<file path="config.mk">
export PLATFORM = sky130hd
export DESIGN_NAME = seq_detect_n
export DESIGN_NICKNAME = d
export VERILOG_FILES = /design/src/rtl/seq_detect_pkg.sv /design/src/rtl/seq_detect_n_tick_div.sv /design/src/rtl/seq_detect_n.sv
export SDC_FILE = /design/constraint.sdc
export NUM_CORES = 1
export LEC_CHECK = 0
export ABC_CLOCK_PERIOD_IN_PS = 4600
export BUFFER_PORTS_ARGS = -buffer_cell sky130_fd_sc_hd__buf_2
export CAP_MARGIN = 20
export CORE_ASPECT_RATIO = 1.2
export CORE_MARGIN = 4
export CORE_UTILIZATION = 55
export CTS_BUF_LIST = sky130_fd_sc_hd__clkbuf_4
export DETAILED_ROUTE_END_ITERATION = 10
export GPL_TIMING_DRIVEN = 0
export PLACE_DENSITY = 0.77
export REMOVE_ABC_BUFFERS = 1
export SYNTH_ARGS = -nofsm -noshare
export SYNTH_HDL_FRONTEND = slang
export SYNTH_SLANG_ARGS = --single-unit
export TNS_END_PERCENT = 20
</file>
<file path="constraint.sdc">
create_clock -name clk -period 4.6 [get_ports clk]
set_input_delay 0.92 -clock clk [delete_from_list [all_inputs] [get_ports clk]]
set_output_delay 0.92 -clock clk [all_outputs]
set_load 0.05 [all_outputs]
</file>
<file path="src/rtl/seq_detect_pkg.sv">
// seq_detect_pkg
// Shared types and constants for the seq_detect_n serial pattern detector.
//   seg_t       : 7-bit segment vector {a,b,c,d,e,f,g}, active-low
//   SEG_LUT     : hex digit 0..F encodings
//   SEG_RESET   : segments showing "0"
//   SEG_OFF     : all segments dark
//   PAT_W_MIN/MAX : legal pattern length range
package seq_detect_pkg;

  typedef logic [6:0] seg_t;

  localparam int PAT_W_MIN = 2;
  localparam int PAT_W_MAX = 15;

  localparam seg_t SEG_LUT [16] = '{
    7'h01, 7'h4F, 7'h12, 7'h06, 7'h4C, 7'h24, 7'h20, 7'h0F,
    7'h00, 7'h04, 7'h08, 7'h60, 7'h31, 7'h42, 7'h30, 7'h38
  };

  localparam seg_t SEG_RESET = 7'h01;
  localparam seg_t SEG_OFF   = 7'h7F;

  function automatic seg_t hex_to_seg(input logic [3:0] v);
    return SEG_LUT[v];
  endfunction

endpackage

</file>
<file path="src/rtl/seq_detect_n_tick_div.sv">
// tick_div
// Free-running divider producing a one-clk strobe every DIV cycles.
//   clk  : system clock
//   rst  : synchronous active-high reset (counter -> 0)
//   tick : high for one clk while the counter sits at DIV-1
module tick_div #(
  parameter int DIV = 20000000
) (
  input  logic clk,
  input  logic rst,
  output logic tick
);

  localparam int CW = (DIV > 1) ? $clog2(DIV) : 1;

  logic [CW-1:0] cnt_q;

  assign tick = (cnt_q == CW'(DIV - 1));

  always_ff @(posedge clk) begin
    if (rst) begin
      cnt_q <= '0;
    end else if (tick) begin
      cnt_q <= '0;
    end else begin
      cnt_q <= cnt_q + CW'(1);
    end
  end

endmodule

</file>
<file path="src/rtl/seq_detect_n.sv">
// seq_detect_n
// Serial detector for a runtime-loadable PAT_W-bit pattern (MSB first),
// sampled once per divided-clock tick, overlapping or non-overlapping.
// Ports:
//   clk, rst        : clock, synchronous active-high reset
//   x               : serial data, used on ticks only
//   overlap         : 1 = overlapping matches (sampled on ticks)
//   pat_ld, pat_in  : load a new pattern (clears progress, keeps count)
//   y               : match flag for the last tick
//   match_cnt       : saturating match count
//   prog            : matched-prefix length
//   a..g            : active-low seven-segment display of prog
//   redled          : heartbeat, toggles every tick
// Build option: define SEQ_DETECT_SSEG_EN to drive the segments from prog;
// otherwise a..g are held at 1 (dark).
module seq_detect_n
  import seq_detect_pkg::*;
#(
  parameter int               PAT_W   = 4,
  parameter logic [PAT_W-1:0] PATTERN = 4'b1101,
  parameter int               DIV     = 20000000,
  parameter int               CNT_W   = 8
) (
  input  logic             clk,
  input  logic             rst,
  input  logic             x,
  input  logic             overlap,
  input  logic             pat_ld,
  input  logic [PAT_W-1:0] pat_in,
  output logic             y,
  output logic [CNT_W-1:0] match_cnt,
  output logic [3:0]       prog,
  output logic             a,
  output logic             b,
  output logic             c,
  output logic             d,
  output logic             e,
  output logic             f,
  output logic             g,
  output logic             redled
);

  localparam int KW = $clog2(PAT_W_MAX + 1);

  logic tick;

  tick_div #(.DIV(DIV)) u_tick_div (
    .clk  (clk),
    .rst  (rst),
    .tick (tick)
  );

  logic [PAT_W-1:0] pat_q, pat_d;
  logic [PAT_W-2:0] hist_q, hist_d;   // previous PAT_W-1 bits, newest in LSB
  logic [KW-1:0]    k_q, k_d;
  logic             y_q, y_d;
  logic [CNT_W-1:0] cnt_q, cnt_d;
  logic             redled_q, redled_d;

  // History including the bit arriving on this tick.
  logic [PAT_W-1:0] h;
  assign h = {hist_q, x};

  // cand[j]: last j bits equal the first j pattern bits. The prefix can grow
  // by at most one per tick, so j is capped at k+1; this also keeps zeroes
  // left behind by a history clear from ever forming a false prefix.
  logic [PAT_W:0]   cand;
  // bcand[j]: pattern has a border of length j (used for overlap restart).
  logic [PAT_W-1:0] bcand;

  assign cand[0]  = 1'b1;
  assign bcand[0] = 1'b0;

  for (genvar gi = 1; gi <= PAT_W; gi++) begin : g_cand
    assign cand[gi] = (h[gi-1:0] == pat_q[PAT_W-1 -: gi]) &&
                      ({1'b0, k_q} >= (KW+1)'(gi - 1));
  end

  for (genvar gi = 1; gi < PAT_W; gi++) begin : g_border
    assign bcand[gi] = (pat_q[gi-1:0] == pat_q[PAT_W-1 -: gi]);
  end

  logic [KW-1:0] new_k;
  logic [KW-1:0] border;
  logic          match;

  always_comb begin
    new_k = '0;
    for (int j = 0; j <= PAT_W; j++) begin
      if (cand[j]) new_k = KW'(j);
    end
    border = '0;
    for (int j = 0; j < PAT_W; j++) begin
      if (bcand[j]) border = KW'(j);
    end
    match = (new_k == KW'(PAT_W));
  end

  always_comb begin
    pat_d    = pat_q;
    hist_d   = hist_q;
    k_d      = k_q;
    y_d      = y_q;
    cnt_d    = cnt_q;
    redled_d = redled_q;
    if (pat_ld) begin
      // Load beats a coincident tick: its x is dropped, heartbeat still runs.
      pat_d  = pat_in;
      hist_d = '0;
      k_d    = '0;
      y_d    = 1'b0;
      if (tick) redled_d = ~redled_q;
    end else if (tick) begin
      redled_d = ~redled_q;
      hist_d   = h[PAT_W-2:0];
      y_d      = match;
      if (match) begin
        if (cnt_q != '1) cnt_d = cnt_q + CNT_W'(1);
        if (overlap) begin
          k_d = border;
        end else begin
          k_d    = '0;
          hist_d = '0;
        end
      end else begin
        k_d = new_k;
      end
    end
  end

  always_ff @(posedge clk) begin
    if (rst) begin
      pat_q    <= PATTERN;
      hist_q   <= '0;
      k_q      <= '0;
      y_q      <= 1'b0;
      cnt_q    <= '0;
      redled_q <= 1'b0;
    end else begin
      pat_q    <= pat_d;
      hist_q   <= hist_d;
      k_q      <= k_d;
      y_q      <= y_d;
      cnt_q    <= cnt_d;
      redled_q <= redled_d;
    end
  end

  assign y         = y_q;
  assign match_cnt = cnt_q;
  assign prog      = 4'(k_q);
  assign redled    = redled_q;

`ifdef SEQ_DETECT_SSEG_EN
  seg_t seg_q;

  // Registered from the next prog value so the display tracks prog exactly.
  always_ff @(posedge clk) begin
    if (rst) begin
      seg_q <= SEG_RESET;
    end else begin
      seg_q <= hex_to_seg(4'(k_d));
    end
  end

  assign {a, b, c, d, e, f, g} = seg_q;
`else
  assign {a, b, c, d, e, f, g} = SEG_OFF;
`endif

endmodule

</file>
== Yosys cells after proc, flatten, opt, wreduce, memory -nomap -nowiden ==
Cells that the tools add are included.
Storage, ports and cells
  bits in registers: 46
  bits of input ports: 9
  output and inout bits: 21
  word-level logic and storage cells: 41
Operators by class
  $add $sub $neg: 2
  order comparisons: 3
  eq/ne operators: 10
  mux-type cells: 11
  bitwise operators: 2
  reduce and logical (&&, ||, !) cells: 6
Operators by type and width (count)
  adder 25 x 1 -> 25 bit (second input constant): 1
  == test 25 bit (second input constant): 1
  2-to-1 mux 4 bit: 6
  adder 8 x 1 -> 8 bit (second input constant): 1
  greater-or-equal comparator 4 x 2 -> 1 bit (second input constant): 2
  inequality test 8 bit (second input constant): 1
  == test 3 bit: 2
  2-to-1 mux 3 bit: 2
  == test 2 bit: 2
  == test 4 x 3 -> 1 bit (second input constant): 1
  == test 4 bit: 1
  greater-or-equal comparator 4 x 1 -> 1 bit (second input constant): 1
  AND reduction 4 bit: 1
  OR reduction 2 bit: 2
  logical AND 1 bit: 3
  == test 1 bit: 2
  2-to-1 mux 1 bit: 2
  2-to-1 mux 2 bit: 1
  inverter 1 bit: 2

== Logic depth before layout (Yosys ltp) ==
  depth after elaboration: 7
  depth in mapped cells: 8
  depth with buffers taken out: 6

== Cells and area by module ==
A second synthesis with hierarchy kept.
Unflattened totals
  cell total of the unflattened synthesis: 286
  area total of the unflattened synthesis: 2434.8 um2
By module, submodules not included
  seq_detect_n: times used 1, cells each 144, area each 1219.9 um2, seq. area each 400.4 um2
  tick_div: times used 1, cells each 142, area each 1214.9 um2, seq. area each 500.5 um2

== Least setup slack after synthesis ==
OpenSTA, ideal clock, no wires.
  kind: input port to flip-flop
  start point: input x
  end point: register cnt_q[2] (netlist: match_cnt[2])
  setup time: 0.070 ns
  arrival: 2.327 ns
  data required time: 4.530 ns
  setup slack: 2.203 ns
  stages: 7
  path buffers: 2
  cell sequence: clkbuf_1 > xor2_1 > nor3_1 > nand3_1 > clkbuf_8 > or3_1 > a21oi_1
On the way
  longest elaborated chain between the ends: 7
  elaborated cells between the ends (all ways): 13
  those cells by class: eq/ne: 5; mux: 4; reduce/logical: 4
Ends and longest elaborated chain
  start: declaration: line seq_detect_n.sv:26  | input logic x,
  == test 1 bit / == test 2 bit (equally long branches): line seq_detect_n.sv:75  | assign cand[gi] = (h[gi-1:0] == pat_q[PAT_W-1 -: gi]) &&
  2-to-1 mux 1 bit / logical AND 1 bit (equally long branches): line seq_detect_n.sv:90, seq_detect_n.sv:75
  2-to-1 mux 2 bit: line seq_detect_n.sv:90  | if (cand[j]) new_k = KW'(j);
  2-to-1 mux 4 bit: line seq_detect_n.sv:90
  2-to-1 mux 4 bit *: line seq_detect_n.sv:90
  == test 4 x 3 -> 1 bit *: line seq_detect_n.sv:96  | match = (new_k == KW'(PAT_W));
  AND reduction 4 bit (no line) *
  end signal: assignment: line seq_detect_n.sv:144  | cnt_q <= cnt_d;
  end: declaration: line seq_detect_n.sv:57  | logic [CNT_W-1:0] cnt_q, cnt_d;
Every way passes the cells marked *; elsewhere a longest branch is shown, timed or not.
A chain may end at the register's enable or synchronous reset.

== Final worst setup path ==
  start point: input x
  end point: register cnt_q[3] (netlist: match_cnt[3])
Same word-level chain as after synthesis.

==> metrics.cfg <==
[outcome]
status = finished, final reports clean

[timing]
max_freq_mhz = 410.6
fin_crit_ps = 2436
tightest_slew_ps = 946.1
setup-tns-final_ps = 0
slew_headroom_pct = 36.44
period_share_pct = 52.95
finalWorstSetupSlack_ps = 2164
rsz0062_at_grt = no
timing.hold.ws_ps = 464.4
skew_ps = 19.43
setup_viol = 0
hold_viol_final = 0
drv_slew = 0

[yosys]
yosysTopAreaCellShare_pct = 39.13
syn-instance-count = 268
ys_ff_latch = 45
yosysWarnings = 0
synth.distinct_cells = 43
avgSynthCellArea_sq_um = 8.590
synthTopCellsByArea = dfxtp_1, xor2_1, xnor2_1
synth_most_common_cell = dfxtp_1
synth_edf_count = 0
seq_area_frac_synth_pct = 39.13
ys.flop_type = dfxtp_1
async_flop_share_pct = 0
yosys.area.top_type = dfxtp_1
syn-cell-area_sq_mm = 0.002302
ys_top_cells_by_count = dfxtp_1, nor2_1, nand3_1

[run]
max_cap_viol_count = 0

[worst_setup_path]
r2r_start = u_tick_div.cnt_q[16]
cp_max_fo = 15
critPathKind = primary input to register
critical_path.startpoint_type = primary input
cp-end-kind = register
cp-startpoint = x
reg2reg_to = u_tick_div.cnt_q[16]
reg2reg_depth = 5
rrSetupSlack_ps = 2200
crit_arrival_ps = 2730
worstPathRequired_ps = 4900

[clock_network]
numCtsBuffers = 5
clockBufferDepth = 2
cts_root_buf = clkbuf_4
clk_pin_slew_ps = 140
cts_setup_buffers = 0
cts_resized = 0
cts_hold_buf = 0
cts_htree_levels = 2
cts.sinks = 45
tritoncts = done
clk-insertion-delay-late_ps = 360

[placed_design]
dp_hpwl_um = 3118
gp_congestion = 0.8549
pre_cts_slack_ps = 1816
place_inst = 328
io_buffers = 21

[die]
die_area_sq_mm = 0.005289
fp.dieW_um = 67.06
row_count = 25
die_y_um = 78.87
io_pins = 30
core_area_sq_mm = 0.004004
initial_core_util_pct = 57.50

[power]
powerDensity_mw_per_mm2 = 282.4
ir_drop_mv = 0.1878
p_leak_nw = 0.8863

[final_layout]
multi_input_area_sq_mm = 0.001280
area_delta_synth_final_pct = 5.978
post-route-util_pct = 60.94
antenna_cells = 0
final_nets = 292
seq_area_sq_um = 900.9
drive_gt1_share_pct = 13.48
finalNonFillerCells = 336
num-fill-cells = 381

[routing]
initialDrtViolationCount = 112
drtPass1Iterations = 4
drc = 0
finalWirelength_um = 4362
vias = 1880
routed_via_density = 5.595
antenna_left = 0
wl_per_cell_um = 12.98

[global_routing]
grt_pass1_wl_um = 7665
grt_max_degree = 25
grt_pass1_vias = 1735
antenna_found_initial = 0
overflow = 0
grt.total_usage_pct = 18.15

[min_path]
hold_class = register to register
min_to = y
worstHoldPathCells = 2
hold_start = y

-- flip-flops by register name (all words and copies together) (netlist names) --
signal / count
match_cnt: 8
u_tick_div.cnt_q: 25
redled: 1
y: 1
pat_q: 4
prog: 3
hist_q: 3
-- cells by family after synthesis --
logic type	after synthesis	share of synthesized area [%]
fa+ha+maj	2	1.087
mux	2	0.8696
compound gates	34	9.457
flops	45	39.13
simple gates	125	29.57
other cells	2	0.3262
buf+inv	23	6.250
xor+xnor	35	13.32
-- cell usage in the layout, fill, tap and decap left out, types with 2 or more instances in the layout --
cell and instances:
clkbuf_4 6, and4_1 3, nand2_1 20, nor3_1 6, nand4_1 8, inv_1 2
and3_1 5, conb_1 8, or3_1 2, a211o_1 3, buf_2 21, mux2i_1 2
o31ai_1 7, o211ai_1 2, and3_2 2, dfxtp_1 45, xnor2_1 14, o21ai_0 3
or4b_1 2, ha_1 2, or2_2 2, xor2_1 21, nand3_1 22, or4_1 8
nor2_1 32, a21oi_1 15, nor2b_1 3
-- power breakdown --
group          switching, mW  internal [mW]
Clock                  0.124          0.119
Combinational         0.0304         0.0143
Sequential           0.00702          0.394
Total                  0.161          0.528
-- routing by layer --
layer | vias to the layer above | share of wire [%] | routed length, um | GRT usage (%)
met5 | - | 0 | 0 | 0
met4 | 0 | 1.5 | 64 | 5.477
met3 | 7 | 4.4 | 192 | 4.243
met2 | 43 | 50 | 2163 | 30.88
met1 | 874 | 44 | 1941 | 22.32
li1 | 956 | - | - | -
-- cell type report --
cell class	instances	area share (%)
clock buffers	6	1.846
multi-input cells	206	52.46
inverters	2	0.3077
flip-flops and latches	45	36.92
well taps	54	2.769
clock inverters	2	1.385
repair buffers	21	4.308
-- worst max-delay path by stage --
stage                                endpoint  slack [ps]  cells past startpoint
after detailed placement         match_cnt[3]        1820                      6
after global placement           match_cnt[5]        1820                      6
after CTS                 u_tick_div.cnt_q[7]        2140                      5
after global routing             match_cnt[3]        1960                      6
after floorplan                  match_cnt[3]        2230                      5
final                            match_cnt[3]        2160                      6
-- stage by stage --
| step | instance area (sq um) | power, mW |
|---|---|---|
| floorplan | 2188 | 0.4424 |
| global placement | 2361 | 0.4540 |
| detailed placement | 2361 | 0.4551 |
| CTS | 2440 | 0.6951 |
| global route | 2440 | 0.7178 |
| finish | 2440 | 0.6890 |
-- worst max-delay path, cell delays in order --
cell and delay (ps):
buf_2 140, xor2_1 140, nor3_1 320, nand3_1 440, or4_1 620, a21oi_1 150
Note: power is estimated with default switching activity, not from simulation.
